## config.mk

```make
export PLATFORM = sky130hd
export DESIGN_NAME = i3c_fmt_fifo_flat
export DESIGN_NICKNAME = d
export VERILOG_FILES = /design/src/rtl/i3c_fmt_fifo_if.sv /design/src/rtl/i3c_fmt_fifo.sv /design/src/flat_wrapper.sv
export SDC_FILE = /design/constraint.sdc
export NUM_CORES = 1
export LEC_CHECK = 0
export CAP_MARGIN = 25
export CORE_UTILIZATION = 60
export CTS_CLUSTER_DIAMETER = 100
export DETAILED_ROUTE_END_ITERATION = 16
export GPL_TIMING_DRIVEN = 1
export HOLD_SLACK_MARGIN = 0.02
export PLACE_DENSITY_LB_ADDON = 0.2
export SYNTH_ARGS = -nofsm -noshare
export SYNTH_HDL_FRONTEND = slang
export SYNTH_SLANG_ARGS = --single-unit
export TNS_END_PERCENT = 100
```

## constraint.sdc

```tcl
create_clock -name clk_i -period 7.6 [get_ports clk_i]
set_input_delay 1.14 -clock clk_i [delete_from_list [all_inputs] [get_ports clk_i]]
set_output_delay 1.14 -clock clk_i [all_outputs]
set_load 0.005 [all_outputs]
```

## src/rtl/i3c_fmt_fifo_if.sv

```systemverilog
// rtl/i3c_fmt_fifo_if.sv - write, pop and status signals of the i3c format-command FIFO
// Low-water ports exist only when I3C_FMT_FIFO_LOWWATER_EN is defined.
interface i3c_fmt_fifo_if #(
    parameter int FifoDepth = 64
);
    localparam int FifoDepthWidth = $clog2(FifoDepth + 1);
    localparam int EntryWidth     = 13;

    logic                      wvalid_i;
    logic                      wready_o;
    logic [EntryWidth-1:0]     wdata_i;
    logic                      clr_i;
    logic                      fmt_fifo_rvalid_o;
    logic                      fmt_fifo_rready_i;
    logic [FifoDepthWidth-1:0] fmt_fifo_depth_o;
    logic [7:0]                fmt_byte_o;
    logic                      fmt_flag_start_before_o;
    logic                      fmt_flag_stop_after_o;
    logic                      fmt_flag_read_bytes_o;
    logic                      fmt_flag_read_continue_o;
    logic                      fmt_flag_nak_ok_o;
    logic                      full_o;
    logic                      empty_o;
    logic                      overflow_o;
`ifdef I3C_FMT_FIFO_LOWWATER_EN
    logic [FifoDepthWidth-1:0] lowwater_thresh_i;
    logic                      lowwater_o;
`endif

    modport master (
        output wvalid_i, wdata_i, clr_i, fmt_fifo_rready_i,
`ifdef I3C_FMT_FIFO_LOWWATER_EN
        output lowwater_thresh_i,
        input  lowwater_o,
`endif
        input  wready_o, fmt_fifo_rvalid_o, fmt_fifo_depth_o, fmt_byte_o,
        input  fmt_flag_start_before_o, fmt_flag_stop_after_o, fmt_flag_read_bytes_o,
        input  fmt_flag_read_continue_o, fmt_flag_nak_ok_o,
        input  full_o, empty_o, overflow_o
    );

    modport slave (
        input  wvalid_i, wdata_i, clr_i, fmt_fifo_rready_i,
`ifdef I3C_FMT_FIFO_LOWWATER_EN
        input  lowwater_thresh_i,
        output lowwater_o,
`endif
        output wready_o, fmt_fifo_rvalid_o, fmt_fifo_depth_o, fmt_byte_o,
        output fmt_flag_start_before_o, fmt_flag_stop_after_o, fmt_flag_read_bytes_o,
        output fmt_flag_read_continue_o, fmt_flag_nak_ok_o,
        output full_o, empty_o, overflow_o
    );
endinterface

```

## src/rtl/i3c_fmt_fifo.sv

```systemverilog
// rtl/i3c_fmt_fifo.sv - show-ahead format-command FIFO feeding the i3c controller
// Optional low-water flag built when I3C_FMT_FIFO_LOWWATER_EN is defined.
module i3c_fmt_fifo #(
    parameter int FifoDepth = 64
) (
    input  logic            clk_i,
    input  logic            rst_i,
    i3c_fmt_fifo_if.slave   bus
);
    localparam int FifoDepthWidth = $clog2(FifoDepth + 1);
    localparam int EntryWidth     = 13;
    localparam int AddrW          = $clog2(FifoDepth);
    localparam int PtrW           = AddrW + 1;

    logic [PtrW-1:0]           wptr_q, wptr_d;
    logic [PtrW-1:0]           rptr_q, rptr_d;
    logic [FifoDepthWidth-1:0] depth_q, depth_d;
    logic                      overflow_q, overflow_d;
    logic [EntryWidth-1:0]     mem_q [FifoDepth];
    logic [EntryWidth-1:0]     mem_d [FifoDepth];
    logic                      full, empty, push, pop;
    logic [EntryWidth-1:0]     head;

    // Extra wrap bit on each pointer distinguishes full from empty.
    assign full  = (wptr_q[PtrW-1] != rptr_q[PtrW-1]) &&
                   (wptr_q[AddrW-1:0] == rptr_q[AddrW-1:0]);
    assign empty = (wptr_q == rptr_q);
    assign push  = bus.wvalid_i && !full && !bus.clr_i;
    assign pop   = bus.fmt_fifo_rready_i && !empty && !bus.clr_i;

    always_comb begin
        wptr_d     = wptr_q;
        rptr_d     = rptr_q;
        depth_d    = depth_q;
        overflow_d = 1'b0;
        mem_d      = mem_q;
        if (bus.clr_i) begin
            wptr_d  = '0;
            rptr_d  = '0;
            depth_d = '0;
        end else begin
            overflow_d = bus.wvalid_i && full;
            if (push) begin
                mem_d[wptr_q[AddrW-1:0]] = bus.wdata_i;
                wptr_d = wptr_q + PtrW'(1);
            end
            if (pop) begin
                rptr_d = rptr_q + PtrW'(1);
            end
            if (push && !pop) begin
                depth_d = depth_q + FifoDepthWidth'(1);
            end else if (pop && !push) begin
                depth_d = depth_q - FifoDepthWidth'(1);
            end
        end
    end

    always_ff @(posedge clk_i) begin
        if (rst_i) begin
            wptr_q     <= '0;
            rptr_q     <= '0;
            depth_q    <= '0;
            overflow_q <= 1'b0;
        end else begin
            wptr_q     <= wptr_d;
            rptr_q     <= rptr_d;
            depth_q    <= depth_d;
            overflow_q <= overflow_d;
        end
    end

    always_ff @(posedge clk_i) begin
        mem_q <= mem_d;
    end

    // Storage is never reset, so the head is zeroed while empty to keep outputs defined.
    assign head = empty ? '0 : mem_q[rptr_q[AddrW-1:0]];

    assign bus.wready_o                 = !full;
    assign bus.fmt_fifo_rvalid_o        = !empty;
    assign bus.full_o                   = full;
    assign bus.empty_o                  = empty;
    assign bus.overflow_o               = overflow_q;
    assign bus.fmt_fifo_depth_o         = depth_q;
    assign bus.fmt_byte_o               = head[7:0];
    assign bus.fmt_flag_start_before_o  = head[8];
    assign bus.fmt_flag_stop_after_o    = head[9];
    assign bus.fmt_flag_read_bytes_o    = head[10];
    assign bus.fmt_flag_read_continue_o = head[11];
    assign bus.fmt_flag_nak_ok_o        = head[12];

`ifdef I3C_FMT_FIFO_LOWWATER_EN
    logic lowwater_q, lowwater_d;

    // Threshold 0 can never be undercut, so the flag stays low after the first update.
    always_comb begin
        lowwater_d = (depth_d < bus.lowwater_thresh_i);
    end

    always_ff @(posedge clk_i) begin
        if (rst_i) begin
            lowwater_q <= 1'b1;
        end else begin
            lowwater_q <= lowwater_d;
        end
    end

    assign bus.lowwater_o = lowwater_q;
`endif
endmodule
```

## src/flat_wrapper.sv

```systemverilog
// flat-port wrapper written by rule: the top's interface ports become plain ports
module i3c_fmt_fifo_flat 
#(
    parameter int FifoDepth = 64
)
  (clk_i, rst_i, bus_wvalid_i, bus_wdata_i, bus_clr_i, bus_fmt_fifo_rready_i, bus_wready_o, bus_fmt_fifo_rvalid_o, bus_fmt_fifo_depth_o, bus_fmt_byte_o, bus_fmt_flag_start_before_o, bus_fmt_flag_stop_after_o, bus_fmt_flag_read_bytes_o, bus_fmt_flag_read_continue_o, bus_fmt_flag_nak_ok_o, bus_full_o, bus_empty_o, bus_overflow_o);
  i3c_fmt_fifo_if #(.FifoDepth(FifoDepth)) bus_i ();
  input  logic clk_i;
  input  logic rst_i;
  input wire logic [$bits(bus_i.wvalid_i)-1:0] bus_wvalid_i;
  input wire logic [$bits(bus_i.wdata_i)-1:0] bus_wdata_i;
  input wire logic [$bits(bus_i.clr_i)-1:0] bus_clr_i;
  input wire logic [$bits(bus_i.fmt_fifo_rready_i)-1:0] bus_fmt_fifo_rready_i;
  output wire logic [$bits(bus_i.wready_o)-1:0] bus_wready_o;
  output wire logic [$bits(bus_i.fmt_fifo_rvalid_o)-1:0] bus_fmt_fifo_rvalid_o;
  output wire logic [$bits(bus_i.fmt_fifo_depth_o)-1:0] bus_fmt_fifo_depth_o;
  output wire logic [$bits(bus_i.fmt_byte_o)-1:0] bus_fmt_byte_o;
  output wire logic [$bits(bus_i.fmt_flag_start_before_o)-1:0] bus_fmt_flag_start_before_o;
  output wire logic [$bits(bus_i.fmt_flag_stop_after_o)-1:0] bus_fmt_flag_stop_after_o;
  output wire logic [$bits(bus_i.fmt_flag_read_bytes_o)-1:0] bus_fmt_flag_read_bytes_o;
  output wire logic [$bits(bus_i.fmt_flag_read_continue_o)-1:0] bus_fmt_flag_read_continue_o;
  output wire logic [$bits(bus_i.fmt_flag_nak_ok_o)-1:0] bus_fmt_flag_nak_ok_o;
  output wire logic [$bits(bus_i.full_o)-1:0] bus_full_o;
  output wire logic [$bits(bus_i.empty_o)-1:0] bus_empty_o;
  output wire logic [$bits(bus_i.overflow_o)-1:0] bus_overflow_o;
  assign bus_i.wvalid_i = bus_wvalid_i;
  assign bus_i.wdata_i = bus_wdata_i;
  assign bus_i.clr_i = bus_clr_i;
  assign bus_i.fmt_fifo_rready_i = bus_fmt_fifo_rready_i;
  assign bus_wready_o = bus_i.wready_o;
  assign bus_fmt_fifo_rvalid_o = bus_i.fmt_fifo_rvalid_o;
  assign bus_fmt_fifo_depth_o = bus_i.fmt_fifo_depth_o;
  assign bus_fmt_byte_o = bus_i.fmt_byte_o;
  assign bus_fmt_flag_start_before_o = bus_i.fmt_flag_start_before_o;
  assign bus_fmt_flag_stop_after_o = bus_i.fmt_flag_stop_after_o;
  assign bus_fmt_flag_read_bytes_o = bus_i.fmt_flag_read_bytes_o;
  assign bus_fmt_flag_read_continue_o = bus_i.fmt_flag_read_continue_o;
  assign bus_fmt_flag_nak_ok_o = bus_i.fmt_flag_nak_ok_o;
  assign bus_full_o = bus_i.full_o;
  assign bus_empty_o = bus_i.empty_o;
  assign bus_overflow_o = bus_i.overflow_o;
  i3c_fmt_fifo #(.FifoDepth(FifoDepth)) u_core (.clk_i(clk_i), .rst_i(rst_i), .bus(bus_i));
endmodule
```

==> results.md <==
- Clock slew seen by the registers of the worst setup and hold paths: roughly 60 ps
- Crit start category: flop
- Min cycle time layout: approximately 5500 ps
- Final hold viol count: 0
- RR Startpoint: u_core.wptr_q[4]
- Final Instance Area: 37500 sq um
- Adder-Cell Fraction of Synth Area: 0.00362
- Critical-path maximum fanout: 63
- Synthesis-stage register bit count: approximately 850
- Ys flop type: edfxtp_1
- Vias: 16.4k
- Crit path capture type: output pin
- Critical path class: reg -> out
- R2R Path End: u_core.mem_q[263]
- Die Wd: between 200 and 250 um
- Clock Latency Late Sink: ~620 ps
- Mux share of post-synthesis cell area: 0.145
- Die height: between 200 and 250 um
- TritonCTS Buffers: just over 80
- Area Growth Syn to Fin: 12.9%
- Starting density of the core: 0.612
- HPWL Detailed: about 42 mm
- Total gr overflow: 0
- Cell taking the most area after synthesis: edfxtp_1
- Synth Cell Area: 33200 sq um
- Post-Synthesis Cells: between 1.5k and 2k
- Area after DPL: about 35000 sq um
- Syn. warnings: 0
- Routed len/inst: 29.2 um
- Slew margin rel.: 0.362
- Core region area: ~54000 sq um
- Largest net degree at the start of global routing: 94
- PortBufs: 42
- Hold WC Path Type: reg -> reg
- ANT cells: 0
- Hold Crit Start: u_core.bus.fmt_fifo_depth_o[6]
- Final Setup Violations: 0
- Sum Neg Setup Slack: 0 ps
- Simple-gate share of the synthesized area: 0.0302
- Syn_area_per_cell: between 20 and 25 sq um
- Layout cells sized above 1: 0.236
- I/O Pins: between 40 and 50
- CTS sink count: roughly 850
- Root Driver: clkbuf_16
- Asr flop ratio synth: 0
- Nets: roughly 1.7k
- Drt drc: 0
- Unrepaired setup endpoints after global routing: no
- TritonCTS clock tree: yes
- Max cap viols: 0
- Leading post-synthesis cells by cell area: edfxtp_1 (75%), mux4_2 (13%), mux2i_1 (1.6%), dfxtp_1 (1.3%), nor2_1 (1.0%)
- Initial drt markers: 1955
- Worst EP arrival: between 4000 and 5000 ps
- Antenna violations before repair: 4
- First-pass GRT wire length: around 110 mm
- Vias per inst: 6.63
- Detailed-route wire length: slightly above 70 mm
- CP required: ~6500 ps
- Register-to-Register Path Depth: 6
- Compound-cell area share of the yosys netlist: 0.0364
- Routability cong.: between 0.8 and 0.9
- Number of global-route vias before repair: 16.5k
- FMAX: 180 MHz
- Number of synthesized flops with an enable pin: 832
- End of the worst hold path: u_core.bus.fmt_fifo_depth_o[6]
- Post-CTS setup buffer count: 0
- VDD IR max: roughly 0.00015 V
- Row Count: between 80 and 90
- Crit path from: u_core.rptr_q[2]
- Power density cells: about 250 nW/um^2
- Slew Limit Fails: 0
- Reg2Reg Setup Slack: around 3800 ps
- Status: completed
- Clock Path Buffers: 3
- # fillers: 3243
- GRT Util Overall: 0.265
- Tcrit/Tclk final: 0.730
- Sequential area share after synthesis: 0.766
- H-tree levels: 3
- Largest family of logic cells by synthesized area: multiplexers
- Top cell type's share of synthesized area: 0.753
- Worst-margin pin slew: ~960 ps
- Leak pwr: 11.5 nW
- Post-synth cell types: 56
- Mapped Nets: 1629
- Post-CTS sizing: 0
- Post-synthesis xor/xnor area fraction: 0.00475
- Skew final: between 10 and 15 ps
- Final ANT Viol Nets: 0
- Drt first pass iters: 6
- # hold bufs at CTS: 0
- WHS Path Cells: 2
- Total die area: 56300 sq um
[how the worst max path moves through the flow]
stage / endpoint / slack (ps) / cells past startpoint
floorplan: bus_fmt_byte_o[6] / 4360 / 9
global placement: bus_fmt_flag_start_before_o / 2790 / 6
detailed placement: bus_fmt_byte_o[7] / 2780 / 6
CTS: bus_fmt_byte_o[7] / 2120 / 6
global route: bus_fmt_byte_o[7] / 1940 / 6
finish: bus_fmt_byte_o[7] / 2060 / 6
[cells in the final DEF (no fill, tap or decap), types with 11 or more instances in the layout]
| cell type | netlist | routed |
|---|---|---|
| clkinv_1 | 1 | 17 |
| nand3b_1 | 11 | 11 |
| nand3_1 | 16 | 16 |
| o31ai_1 | 11 | 11 |
| buf_2 | 40 | 13 |
| mux2i_1 | 54 | 54 |
| clkbuf_16 | 0 | 87 |
| xnor2_1 | 13 | 13 |
| edfxtp_1 | 832 | 832 |
| mux4_2 | 189 | 189 |
| a21oi_1 | 26 | 26 |
| dfxtp_1 | 22 | 18 |
| o221ai_1 | 18 | 18 |
| nor2_1 | 90 | 85 |
| nand2_1 | 33 | 33 |
| o22ai_1 | 47 | 47 |
| clkbuf_1 | 27 | 18 |
| clkdlybuf4s50_1 | 0 | 29 |
| a22oi_1 | 19 | 19 |
| buf_4 | 6 | 68 |
| clkinv_2 | 0 | 15 |
[worst max-delay path, stage by stage, from the launching register on]
cell	delay [ps]
dfxtp_4	610
buf_4	790
mux4_2	360
o22ai_1	160
or4_1	640
o22ai_1	550
clkdlybuf4s50_1	630
[flip-flops by register name (all words and copies together), names as in the netlist]
signal,count
u_core.mem_q,832
u_core.bus.fmt_fifo_depth_o,7
u_core.rptr_q,7
u_core.bus.overflow_o,1
u_core.wptr_q,7
[layout make-up]
class | count | area (sq um) | share of cell area
Clock buffer | 107 | 2270 | 0.0607
Clock inverter | 39 | 354 | 0.00945
Inverter | 9 | 33.8 | 0.000902
Multi-Input combinational cell | 647 | 7320 | 0.195
Sequential cell | 854 | 25400 | 0.679
Tap cell | 696 | 871 | 0.0232
Timing Repair Buffer | 125 | 1170 | 0.0313
[synth_stat cells, types with 3 or more instances]
library cell,n
or3b_2,5
xnor2_1,13
buf_1,19
o22ai_1,47
nand4_1,3
o32ai_1,3
clkbuf_1,27
nor2b_1,10
nand4b_1,4
mux2i_1,54
o21ai_0,4
nor3_1,3
or2_2,4
nand3b_1,11
a22oi_1,19
o221ai_1,18
nor2_1,90
nand2_1,33
buf_4,6
a31oi_1,9
or3_1,6
mux4_2,189
xor2_1,5
o211ai_1,6
dfxtp_1,22
a21oi_1,26
ha_1,8
nand2b_1,4
buf_2,40
a211oi_1,7
inv_1,8
or4_1,8
a22o_1,8
o31ai_1,11
edfxtp_1,832
nand3_1,16
[per-layer routing]
layer / track usage / vias up / share of wire
met1: 0.397 / 8524 / 0.42
met3: 0.0625 / 103 / 0.099
li1: - / 6943 / -
met2: 0.396 / 851 / 0.46
met5: 0 / - / 0.00037
met4: 0.0753 / 4 / 0.020
[metrics by stage]
stage | total power, W | worst slack (ps) | cells | util | hold slack, ps
4_1_cts | 0.00943 | 2120 | 2469 | 0.687 | 482
3_3_place_gp | 0.00547 | 2790 | 2316 | 0.637 | 453
5_1_grt | 0.00962 | 1940 | 2477 | 0.691 | 506
2_1_floorplan | 0.00536 | 4360 | 1602 | - | 460
3_5_place_dp | 0.00548 | 2780 | 2323 | 0.639 | 473
6_report | 0.00939 | 2060 | 2477 | 0.691 | 477
[report_power, final]
part / switching (W) / internal (W)
combinational: 0.000142 / 0.0000741
clock: 0.00166 / 0.00234
sequential: 0.00000630 / 0.00517
[cell families after synthesis]
logic type / after synthesis
flops: 854
mux: 245
simple gates: 204
compound gates: 171
buf+inv: 101
xor+xnor: 18
fa+ha+maj: 9
(Power assumes the default switching activity.)
